<file path="config.mk">
export PLATFORM = sky130hd
export DESIGN_NAME = mem_port_arbiter
export DESIGN_NICKNAME = d
export VERILOG_FILES = /design/src/rtl/mem_port_arbiter.sv
export SDC_FILE = /design/constraint.sdc
export NUM_CORES = 1
export LEC_CHECK = 0
export ABC_AREA = 1
export CAP_MARGIN = 25
export CORE_MARGIN = 2
export CORE_UTILIZATION = 30
export DETAILED_ROUTE_END_ITERATION = 6
export PLACE_DENSITY = 0.64
export SYNTH_ARGS = -nofsm -noshare
export SYNTH_HDL_FRONTEND = slang
export SYNTH_SLANG_ARGS = --single-unit
</file>
<file path="constraint.sdc">
create_clock -name clk -period 2.31 [get_ports clk]
set_input_delay 0.231 -clock clk [delete_from_list [all_inputs] [get_ports clk]]
set_output_delay 0.231 -clock clk [all_outputs]
set_load 0.01 [all_outputs]
</file>
<file path="src/rtl/mem_port_arbiter.sv">
// Arbiter for a single-ported unified instruction/data memory shared by IF and MEM stages.
// Optional performance counters are compiled in when MEM_ARB_PERF_CNT_EN is defined.
module mem_port_arbiter #(
  parameter int ADDR_W = 32,
  parameter int DATA_W = 32
) (
  input  logic              clk,
  input  logic              rst,
  input  logic              if_req,
  input  logic [ADDR_W-1:0] if_addr,
  output logic [DATA_W-1:0] if_rdata,
  output logic              if_valid,
  input  logic              mem_rd,
  input  logic              mem_wr,
  input  logic [ADDR_W-1:0] mem_addr,
  input  logic [DATA_W-1:0] mem_wdata,
  output logic [DATA_W-1:0] mem_rdata,
  output logic              mem_valid,
  output logic              stall_if,
  output logic              stall_all,
  output logic              ram_req,
  output logic              ram_we,
  output logic [ADDR_W-1:0] ram_addr,
  output logic [DATA_W-1:0] ram_wdata,
  input  logic [DATA_W-1:0] ram_rdata,
  input  logic              ram_ack
`ifdef MEM_ARB_PERF_CNT_EN
  ,
  output logic [31:0]       perf_stall_cycles,
  output logic [15:0]       perf_conflicts
`endif
);

  localparam logic [1:0] IDLE = 2'd0;
  localparam logic [1:0] DATA = 2'd1;
  localparam logic [1:0] INST = 2'd2;

  logic [1:0] state;
  logic       last_data;
  logic       data_pend;
  logic       pulse;
  logic       can_grant;
  logic       pick_inst;

  assign data_pend = mem_rd | mem_wr;
  assign pulse     = if_valid | mem_valid;
  // A valid pulse still being high means the requester has not yet seen completion,
  // so granting now would re-serve the same held request.
  assign can_grant = (state == IDLE) && !pulse && (data_pend || if_req);
  assign pick_inst = if_req && (!data_pend || last_data);

  assign stall_all = data_pend & ~mem_valid;
  assign stall_if  = (if_req & ~if_valid) | stall_all;

  always_ff @(posedge clk or negedge rst) begin
    if (!rst) begin
      state     <= IDLE;
      last_data <= 1'b1;
      ram_req   <= 1'b0;
      ram_we    <= 1'b0;
      ram_addr  <= '0;
      ram_wdata <= '0;
      if_rdata  <= '0;
      mem_rdata <= '0;
      if_valid  <= 1'b0;
      mem_valid <= 1'b0;
    end else begin
      // NOTE: non-blocking assignments throughout; the pulses default low and are
      // overridden below, which is safe because the last NBA in the block wins.
      if_valid  <= 1'b0;
      mem_valid <= 1'b0;
      case (state)
        IDLE: begin
          if (can_grant) begin
            ram_req   <= 1'b1;
            last_data <= !pick_inst;
            if (pick_inst) begin
              state    <= INST;
              ram_addr <= if_addr;
              ram_we   <= 1'b0;
            end else begin
              state     <= DATA;
              ram_addr  <= mem_addr;
              ram_wdata <= mem_wdata;
              ram_we    <= mem_wr;
            end
          end
        end
        DATA, INST: begin
          if (ram_ack) begin
            ram_req <= 1'b0;
            ram_we  <= 1'b0;
            state   <= IDLE;
            if (state == INST) begin
              if_valid <= 1'b1;
              if_rdata <= ram_rdata;
            end else begin
              mem_valid <= 1'b1;
              if (!ram_we) mem_rdata <= ram_rdata;
            end
          end
        end
        default: state <= IDLE;
      endcase
    end
  end

`ifdef MEM_ARB_PERF_CNT_EN
  always_ff @(posedge clk or negedge rst) begin
    if (!rst) begin
      perf_stall_cycles <= '0;
      perf_conflicts    <= '0;
    end else begin
      if (stall_all && perf_stall_cycles != 32'hFFFF_FFFF)
        perf_stall_cycles <= perf_stall_cycles + 32'd1;
      if (can_grant && data_pend && if_req && perf_conflicts != 16'hFFFF)
        perf_conflicts <= perf_conflicts + 16'd1;
    end
  end
`endif

endmodule

</file>
* Word-level counts from Yosys, hierarchy flattened *
Cells that the tools add are included.
Widths: inputs -> output; s select.

cells by class
  eq/ne operators = 4
  muxes and demuxes = 17
  bitwise operators = 10
  reduce and logical (&&, ||, !) cells = 17

operators by type and width
  cell                number
  $mux 32             1
  $mux 1              10
  $reduce_and 3->1    3
  $mux 2              3
  $not 1->1           5
  $ne 2x2->1 const B  2
  $pmux 1 s2          2
  $pmux 2 s2          1
  $reduce_and 2->1    2
  $reduce_and 4->1    1
  $logic_and 1x1->1   3
  $logic_not 1->1     3
  $or 1x1->1          3
  $and 1x1->1         2
  $eq 2x1->1 const B  1
  $eq 2x2->1 const B  1
  $logic_not 2->1     1
  $logic_or 1x1->1    2
  $reduce_bool 2->1   1
  $reduce_or 2->1     1

storage, ports and cells
  register bits after elaboration = 135
  input port bits = 134
  output and inout bits = 134
  word-level logic and storage cells = 58

* Depth between registers and ports, before layout *
Gate-level depths: netlist of run 1.

  depth in word-level cells = 7
  gate-level depth with buffers = 10
  mapped depth without buffers = 9

* Worst setup path after synthesis of run 1 *
OpenSTA, ideal clock, no wires.

  path type = reg2reg
  start = register state[1]
  end = register mem_rdata[13]
  setup time = 133 ps
  arrival time = 1332 ps
  slack = 845 ps
  stages on the path, launching flop included = 6
  buffers on the path = 1
  path through = dfrtp_1 inv_1 ha_1 nand3_1 clkbuf_1 o21ai_0

between the ends
  cells in the longest elaborated chain, start to end = 3

ends and longest elaborated chain
  element                                              line    text
  start, declared                                      38      logic [1:0] state;
  start signal, assigned                               57      state <= IDLE;
  start signal, assigned                               78      state <= INST;
  start signal, assigned                               82      state <= DATA;
  $eq 2x2->1 / $eq 2x1->1 (equally long branches)      72, 94
  $reduce_or 2->1 / $not 1->1 (equally long branches)  -
  $reduce_and 4->1 (no source line) *                  -
  end signal, assigned                                 99      if (!ram_we) mem_rdata <= ram_rdata;
  end, declared                                        17      output logic [DATA_W-1:0] mem_rdata,

Every way passes the cells marked *; elsewhere a longest branch is shown, timed or not.
A chain may end at the register's enable or synchronous reset.

* Worst setup path in the final report of run 1 *
  start = register if_valid
  end = output port stall_if

between the ends
  cells in the longest elaborated chain, start to end = 3

ends and longest elaborated chain
  element                 line  text
  start, declared         12    output logic if_valid,
  start signal, assigned  65    if_valid <= 1'b0;
  start signal, assigned  70    if_valid <= 1'b0;
  start signal, assigned  95    if_valid <= 1'b1;
  $not 1->1               53    assign stall_if = (if_req & ~if_valid) | stall_all;
  $and 1x1->1             53
  $or 1x1->1              53
  end, declared           19    output logic stall_if,

No other way between the ends.

==> flow_summary.toml, run 1 <==
[clock_network]
clk_latency_ns = 0.41
cts_setup_buffers = 0
ctsHtreeMaxLevel = 4
numCtsBuffers = 17
clk_pin_slew_ns = 0.06
clockRootBuffer = "clkbuf_16"
clock_path_buffers = 2
cts_tree = "done"
cts_num_sinks = 135

[worst_setup_path]
cp_data_arrival_time_ns = 1.59
reg2reg_to = "ram_addr[22]"
critPathKind = "flop to output port"
endpoint_kind = "output port"
path_max_fanout = 3
r2r_cells = 9
reg2reg_from = "state[0]"
reg2reg_slack_ns = 0.61
worstSetupStartpointType = "flop"
cp.required_ns = 2.08

[yosys]
ys.flop_type = "dfrtp_1"
synthCells = 672
synth_nets = 809
ys_warn_count = 0
yosysSeqAreaShare_pct = 58.4
avgSynthCellArea_sq_um = 8.61
synth_area_leaders = "dfrtp_1, nand2_1, o21ai_0"
yosys.area.top_type_share_pct = 58.0
synth_edf_count = 0
ys_types = 22
synth_top_area_cell = "dfrtp_1"
ys_ff_latch = 135
syn_area_sq_mm = 0.00578
async_flop_share_pct = 100
synth.most_common_cell = "nand2_1"
synth.top_cells.by_count = "nand2_1, dfrtp_1, inv_1, o21ai_0, nand3_1"

[timing]
holdWs_ns = 0.335
slew_violations = 0
worst_pin_slew_ns = 0.500
slew_headroom_pct = 66.7
finalHoldViolCount = 0
setup_ws_ns = 0.494
rsz0062_at_grt = "no"
period_share_pct = 78.6
max_freq_mhz = 551
period_needed_ns = 1.82
fin_tns_setup_ns = 0
finalClockSkew_ns = 0.00891
setup_violations = 0

[place]
io_buffers = 267
gp_congestion = 0.764
placedCellCount = 1175
placed_area_sq_mm = 0.00873
dpl.hpwl_mm = 11.7
place_ws_ns = 0.379

[run]
cap_violations = 0

[floorplan]
ios = 268
die_y_um = 143
num_rows = 50
coreArea_sq_mm = 0.0188
die_x_um = 143
start_util_pct = 30.7
die_area_sq_mm = 0.0204

[cells_and_area]
n_fill_cell = 1789
nNetsFinal = 1072
antenna_cells = 0
area_growth_pct = 61.2
stdcell_count = 1208
drive_above_1_share_pct = 6.33
final_area_sq_mm = 0.00932
fin_util_pct = 49.5

[hold_path]
hold_path.class = "primary input to async pin"

[detailed_routing]
first_iter_violations = 219
num_vias = 5122
avgViaCountPerCell = 4.24
drtAntennaViolNets = 0
routed_wl_mm = 16.6
drcViolationCount = 0
wl_per_cell_um = 13.8
dr.pass1.iters = 4

[power]
power.density_mw_per_mm2 = 1340
power_mw = 12.5
peakVddDrop_mv = 0.544
p_leak_nw = 4.54

[global_route]
grt_pass1_vias = 5067
grt_pass1_wl_mm = 26.3
grt_max_degree = 66
antenna_found_initial = 0
grtUsageTotal_pct = 16.5
globalRouteOverflowTotal = 0

[outcome]
outcome = "finished, final reports clean"
## critical path: stages, from the launching register on
cell             delay, ns
dfrtp_1               0.40
o22ai_1               0.20
clkdlybuf4s50_1       0.58
## cell type report
cell class	count	area [sq um]	share of cell area (%)
well taps	260	325	3.49
inverters	77	292	3.13
repair buffers	279	2820	30.2
clock inverters	12	118	1.26
clock buffers	20	467	5.01
flip-flops and latches	135	3380	36.2
multi-input cells	425	1930	20.7
## power breakdown
part	leakage [nW]	internal, mW	switching [mW]
clock network	0.281	1.58	1.06
registers	1.67	3.52	0.614
logic	2.59	2.87	2.80
total	4.54	7.98	4.48
## registers in the layout, summed over array words and instances (netlist names)
signal / flops
if_rdata: 32
mem_rdata: 32
ram_addr: 32
if_valid: 1
ram_wdata: 32
mem_valid: 1
state: 2
ram_we: 1
last_data: 1
ram_req: 1
## layout by cell type, fill, tap and decap left out, types with 3 or more instances in the layout
cell type / synthesis / routed
inv_2: 3 / 3
clkbuf_8: 0 / 3
nand2_4: 3 / 3
clkdlybuf4s50_1: 0 / 266
ha_1: 3 / 3
nor2_1: 6 / 6
nand2_2: 2 / 3
clkbuf_16: 0 / 17
buf_12: 0 / 4
nand3b_1: 32 / 32
clkinvlp_4: 0 / 3
inv_1: 73 / 73
dfrtp_1: 134 / 134
nand3_1: 34 / 33
buf_4: 6 / 7
inv_6: 0 / 3
o21ai_0: 64 / 64
nand2_1: 275 / 274
## worst max path at each step
stage / from / endpoint / slack (ns) / cells after the start
after floorplan: state[1] / mem_rdata[13] / 0.84 / 5
after global placement: if_req / ram_wdata[27] / 0.41 / 7
after detailed placement: if_req / ram_wdata[13] / 0.38 / 7
after CTS: if_valid / stall_if / 0.45 / 2
after global routing: if_valid / stall_if / 0.43 / 2
final: if_valid / stall_if / 0.49 / 2
## what timing repair did
item / in CTS / in global routing
endpoints found under the hold margin: 48 / 0
hold buffers: 1 / 0
endpoints found under the setup margin: 0 / 0
resized for setup: 0 / 0
## cells by family (layout without fill, tap and decap cells)
| logic type | Yosys count | after routing | synth area share, % |
|---|---|---|---|
| flops | 135 | 135 | 58.4 |
| buf+inv | 112 | 388 | 8.39 |
| fa+ha+maj | 3 | 3 | 0.649 |
| simple gates | 356 | 356 | 26.8 |
| compound gates | 66 | 66 | 5.73 |
## routing by layer
metal | vias to the layer above | GRT usage (%) | routed length [um]
met5 | - | 0 | 0
met4 | 0 | 5.68 | 257
met3 | 20 | 6.51 | 1650
met2 | 191 | 26.3 | 7510
met1 | 2317 | 20.4 | 7230
li1 | 2594 | - | -
(Power assumes the default switching activity.)
==> run 2: changes to the inputs <==
PLACE_DENSITY = 0.67   (was 0.64)
clock period = 1.5 ns   (was 2.31 ns; I/O delays follow)
==> flow_summary.toml, run 2 (same netlist as run 1, synthesis figures left out) <==
[place]
dpl.hpwl_mm = 12.3
gp_congestion = 0.756
place_ws_ns = -0.159
io_buffers = 267

[cells_and_area]
area_growth_pct = 73.1
nNetsFinal = 1100
drive_above_1_share_pct = 11.8
layout_common_cells = "nand2_1, clkdlybuf4s50_1, dfrtp_1, inv_1, dlymetal6s2s_1"
layout_commonest_cell = "nand2_1"
n_fill_cell = 1702
antenna_cells = 0

[power]
power.density_mw_per_mm2 = 2050
p_sw_share_pct = 36.2
power_frac_seq_pct = 31.1
power_frac_comb_pct = 47.4
p_leak_nw = 5.57
power_mw = 20.6
p_switching_mw = 7.44
p_int_mw = 13.1
clock_power_share_pct = 21.5
peakVddDrop_mv = 0.821

[worst_setup_path]
worstSetupStartpointType = "flop"
path_max_fanout = 8
r2r_cells = 10
cp_data_arrival_time_ns = 1.79
endpoint_kind = "flop"
cp.required_ns = 1.81
critPathKind = "flop to flop"

[detailed_routing]
drtAntennaViolNets = 0
routed_wl_mm = 18.0
wl_per_cell_um = 14.5
first_iter_violations = 154
avgViaCountPerCell = 4.34
num_vias = 5364
dr.pass1.iters = 4
drcViolationCount = 0

[floorplan]
die_y_um = 143
num_rows = 50
coreArea_sq_mm = 0.0188
die_area_sq_mm = 0.0204
ios = 268
die_x_um = 143
start_util_pct = 30.7

[clock_network]
ctsHtreeMaxLevel = 4
cts_num_sinks = 135
cts_tree = "done"
clk_pin_slew_ns = 0.06
numCtsBuffers = 17
clock_path_buffers = 2
clk_latency_ns = 0.42
clockRootBuffer = "clkbuf_16"

[hold_path]
hold_path.class = "primary input to async pin"

[timing]
worst_pin_slew_ns = 0.456
fin_tns_setup_ns = 0
finalClockSkew_ns = 0.0106
period_share_pct = 98.6
period_needed_ns = 1.48
max_freq_mhz = 676
slew_headroom_pct = 69.6
finalHoldViolCount = 0
setup_ws_ns = 0.0206
setup_violations = 0
slew_violations = 0
rsz0062_at_grt = "yes"
holdWs_ns = 0.239

[outcome]
outcome = "finished, final reports clean"

[global_route]
antenna_found_initial = 1
grtUsageTotal_pct = 17.3
grt_max_degree = 45
grt_pass1_wl_mm = 27.6
globalRouteOverflowTotal = 0
grt_pass1_vias = 5282

[run]
cap_violations = 0
## run 2: power by group through the flow
| stage | Sequential (mW) | Combinational [mW] | Clock (mW) |
|---|---|---|---|
| after global placement | 6.36 | 9.29 | 0 |
| after CTS | 6.38 | 9.62 | 4.50 |
| after global routing | 6.61 | 10.7 | 4.65 |
| final | 6.40 | 9.76 | 4.42 |
| after floorplan | 7.13 | 3.36 | 0 |
| after detailed placement | 6.40 | 9.43 | 0 |
## run 2: timing repair
item                                    4_1_cts  5_1_grt
pin swaps                                     1       20
endpoints found under the hold margin        37        0
buffers inserted                              3        1
hold buffers                                  1        0
gates cloned                                  2        3
resized for setup                            38      111
endpoints found under the setup margin       89      154
## run 2: routing by layer
layer  vias up  global-route usage, %  share of wire, %
li1       2658                      -                 -
met1      2473                   20.9                42
met5         -                      0             0.089
met2       207                   28.4                47
met4         2                   5.89               2.0
met3        24                   6.61               9.0
## run 2: layout make-up
| type | instances | area [sq um] | area share [%] |
|---|---|---|---|
| Timing Repair Buffer | 307 | 3330 | 33.2 |
| Sequential cell | 135 | 3380 | 33.7 |
| Inverter | 77 | 297 | 2.96 |
| Clock buffer | 20 | 457 | 4.56 |
| Multi-Input combinational cell | 425 | 2060 | 20.6 |
| Clock inverter | 12 | 166 | 1.66 |
| Tap cell | 260 | 325 | 3.25 |
## run 2: per-stage QoR
step	std cells	area (sq um)	utilization, %
5_1_grt	1236	10000	53.2
6_report	1236	10000	53.2
4_1_cts	1233	9700	51.5
3_3_place_gp	1195	8970	47.6
3_5_place_dp	1195	8970	47.6
2_1_floorplan	672	5780	-
## run 2: worst paths after layout
kind                                from            end  slack [ns]
max                             state[1]  ram_wdata[21]        0.02
min                                  rst   ram_wdata[2]        0.24
max reg2reg                     state[1]  ram_wdata[21]        0.02
min reg2reg                 ram_addr[10]   ram_addr[10]        0.48
max in group asynchronous            rst      last_data        0.66
min in group clk           mem_wdata[16]  ram_wdata[16]        0.26
## run 2: critical path: stages, from the launching register on
cell       delay [ns]
dfrtp_1          0.40
inv_2            0.08
ha_4             0.14
nand2_4          0.05
nor2_4           0.12
nand2_4          0.12
inv_8            0.11
nand2_8          0.08
clkbuf_16        0.18
nand2_2          0.05
nand2_1          0.05
==> run 3: changes to the inputs <==
PLACE_DENSITY = unset   (was 0.67)
==> flow_summary.toml, run 3 (same netlist as run 1, synthesis figures left out) <==
[outcome]
outcome = "finished with violations"
violations = "setup timing"

[place]
place_ws_ns = -0.233
io_buffers = 267
dpl.hpwl_mm = 12.4
placed_area_sq_mm = 0.00904
gp_congestion = 0.797

[global_route]
antenna_found_initial = 0
grt_pass1_vias = 5245
grtUsageTotal_pct = 17.3
grt_max_degree = 65
grt_pass1_wl_mm = 27.4
globalRouteOverflowTotal = 0

[cells_and_area]
fin_util_pct = 55.1
nNetsFinal = 1115
drive_above_1_share_pct = 15.7
antenna_cells = 0
final_area_sq_mm = 0.0104
layout_common_cells = "nand2_1, clkdlybuf4s50_1, dfrtp_1, dlymetal6s2s_1, inv_1"
layout_commonest_cell = "nand2_1"
area_growth_pct = 79.3

[floorplan]
die_y_um = 143
die_x_um = 143
num_rows = 50
coreArea_sq_mm = 0.0188
die_area_sq_mm = 0.0204
start_util_pct = 30.7
ios = 268

[clock_network]
numCtsBuffers = 17
clock_path_buffers = 2
clk_latency_ns = 0.42
cts_tree = "done"
clockRootBuffer = "clkbuf_16"
ctsHtreeMaxLevel = 4
cts_num_sinks = 135
clk_pin_slew_ns = 0.06

[timing]
slew_violations = 0
period_needed_ns = 1.53
finalHoldViolCount = 0
setup_ws_ns = -0.0304
worst_pin_slew_ns = 0.525
holdWs_ns = 0.260
rsz0062_at_grt = "yes"
setup_violations = 17
period_share_pct = 102
max_freq_mhz = 653
finalClockSkew_ns = 0.0120
fin_tns_setup_ns = -0.325
slew_headroom_pct = 65.0

[worst_setup_path]
endpoint_kind = "flop"
r2r_cells = 10
cp_data_arrival_time_ns = 1.89
path_cells = "inv_1, ha_4, nand2_4, nor2_4, nand2_4, buf_12, nor2_4, clkbuf_16, nand2_2, nand2_1"
reg2reg_slack_ns = -0.03
critPathSlowestCell = "dfrtp_1"
path_max_fanout = 6
reg2reg_from = "state[1]"
cp.required_ns = 1.86
worstSetupStartpointType = "flop"
max_stage_delay_ns = 0.38
critPathKind = "flop to flop"
reg2reg_to = "ram_wdata[11]"

[hold_path]
hold_path_startpoint = "mem_wdata[23]"
min_path_cells = 3
hold_path.class = "primary input to flop"
holdPathEnd = "ram_wdata[23]"

[detailed_routing]
avgViaCountPerCell = 4.42
dr.pass1.iters = 4
drcViolationCount = 0
first_iter_violations = 205
routed_wl_mm = 19.2
drtAntennaViolNets = 0
wl_per_cell_um = 15.3
num_vias = 5524

[power]
peakVddDrop_mv = 0.995
p_leak_nw = 5.92
power.density_mw_per_mm2 = 2050

[run]
cap_violations = 0
==> run 3: what timing repair did <==
item                                    CTS  global route
pin swaps                                13            20
gates cloned                              2             8
endpoints found under the setup margin   56           174
resized for setup                        43           156
endpoints found under the hold margin    38             0
hold buffers                              1             0
buffers inserted                          9             2
==> run 3: worst max-delay path by stage <==
stage,from,to,slack [ns],cells after the start
final,state[1],ram_wdata[11],-0.03,10
after global routing,state[0],ram_wdata[9],-0.10,10
after CTS,state[1],ram_wdata[15],-0.03,10
after detailed placement,mem_wr,ram_wdata[1],-0.23,9
after global placement,mem_wr,state[0],-0.18,9
after floorplan,state[1],mem_rdata[13],0.03,5
==> run 3: report_power, final <==
group,internal [mW],switching [mW],total [mW]
clock,2.54,1.60,4.13
sequential,5.42,0.944,6.36
combinational,5.58,5.19,10.8
total,13.5,7.74,21.3
==> run 3: cell type report <==
class / instances / area [sq um]
clock buffer: 21 / 460
multi-input combinational: 426 / 2170
fill: 1692 / 8460
tap: 260 / 325
sequential: 135 / 3380
timing repair buffer: 321 / 3620
clock inverter: 10 / 121
inverter: 77 / 297
==> run 3: per-stage QoR <==
step                      total power, mW  cells
after global routing                 22.8   1250
after CTS                            20.7   1240
after floorplan                      10.5    672
final                                21.3   1250
after global placement               15.9   1197
after detailed placement             16.0   1197
==> run 3: layer usage <==
metal  global-route usage, %  vias up  routed length [um]
li1                        -     2691                   -
met1                    21.6     2589                8190
met2                    27.2      212                8770
met3                    7.04       32                1760
met4                    5.99        0                 454
met5                       0        -                   0
==> run 3: critical path: cells and delay by family (launching register included) <==
family | cells | cell delay [ns]
AND/OR/NAND/NOR | 6 | 0.49
buffers and inverters | 3 | 0.44
flip-flops | 1 | 0.38
adder cells (fa/ha/maj) | 1 | 0.15
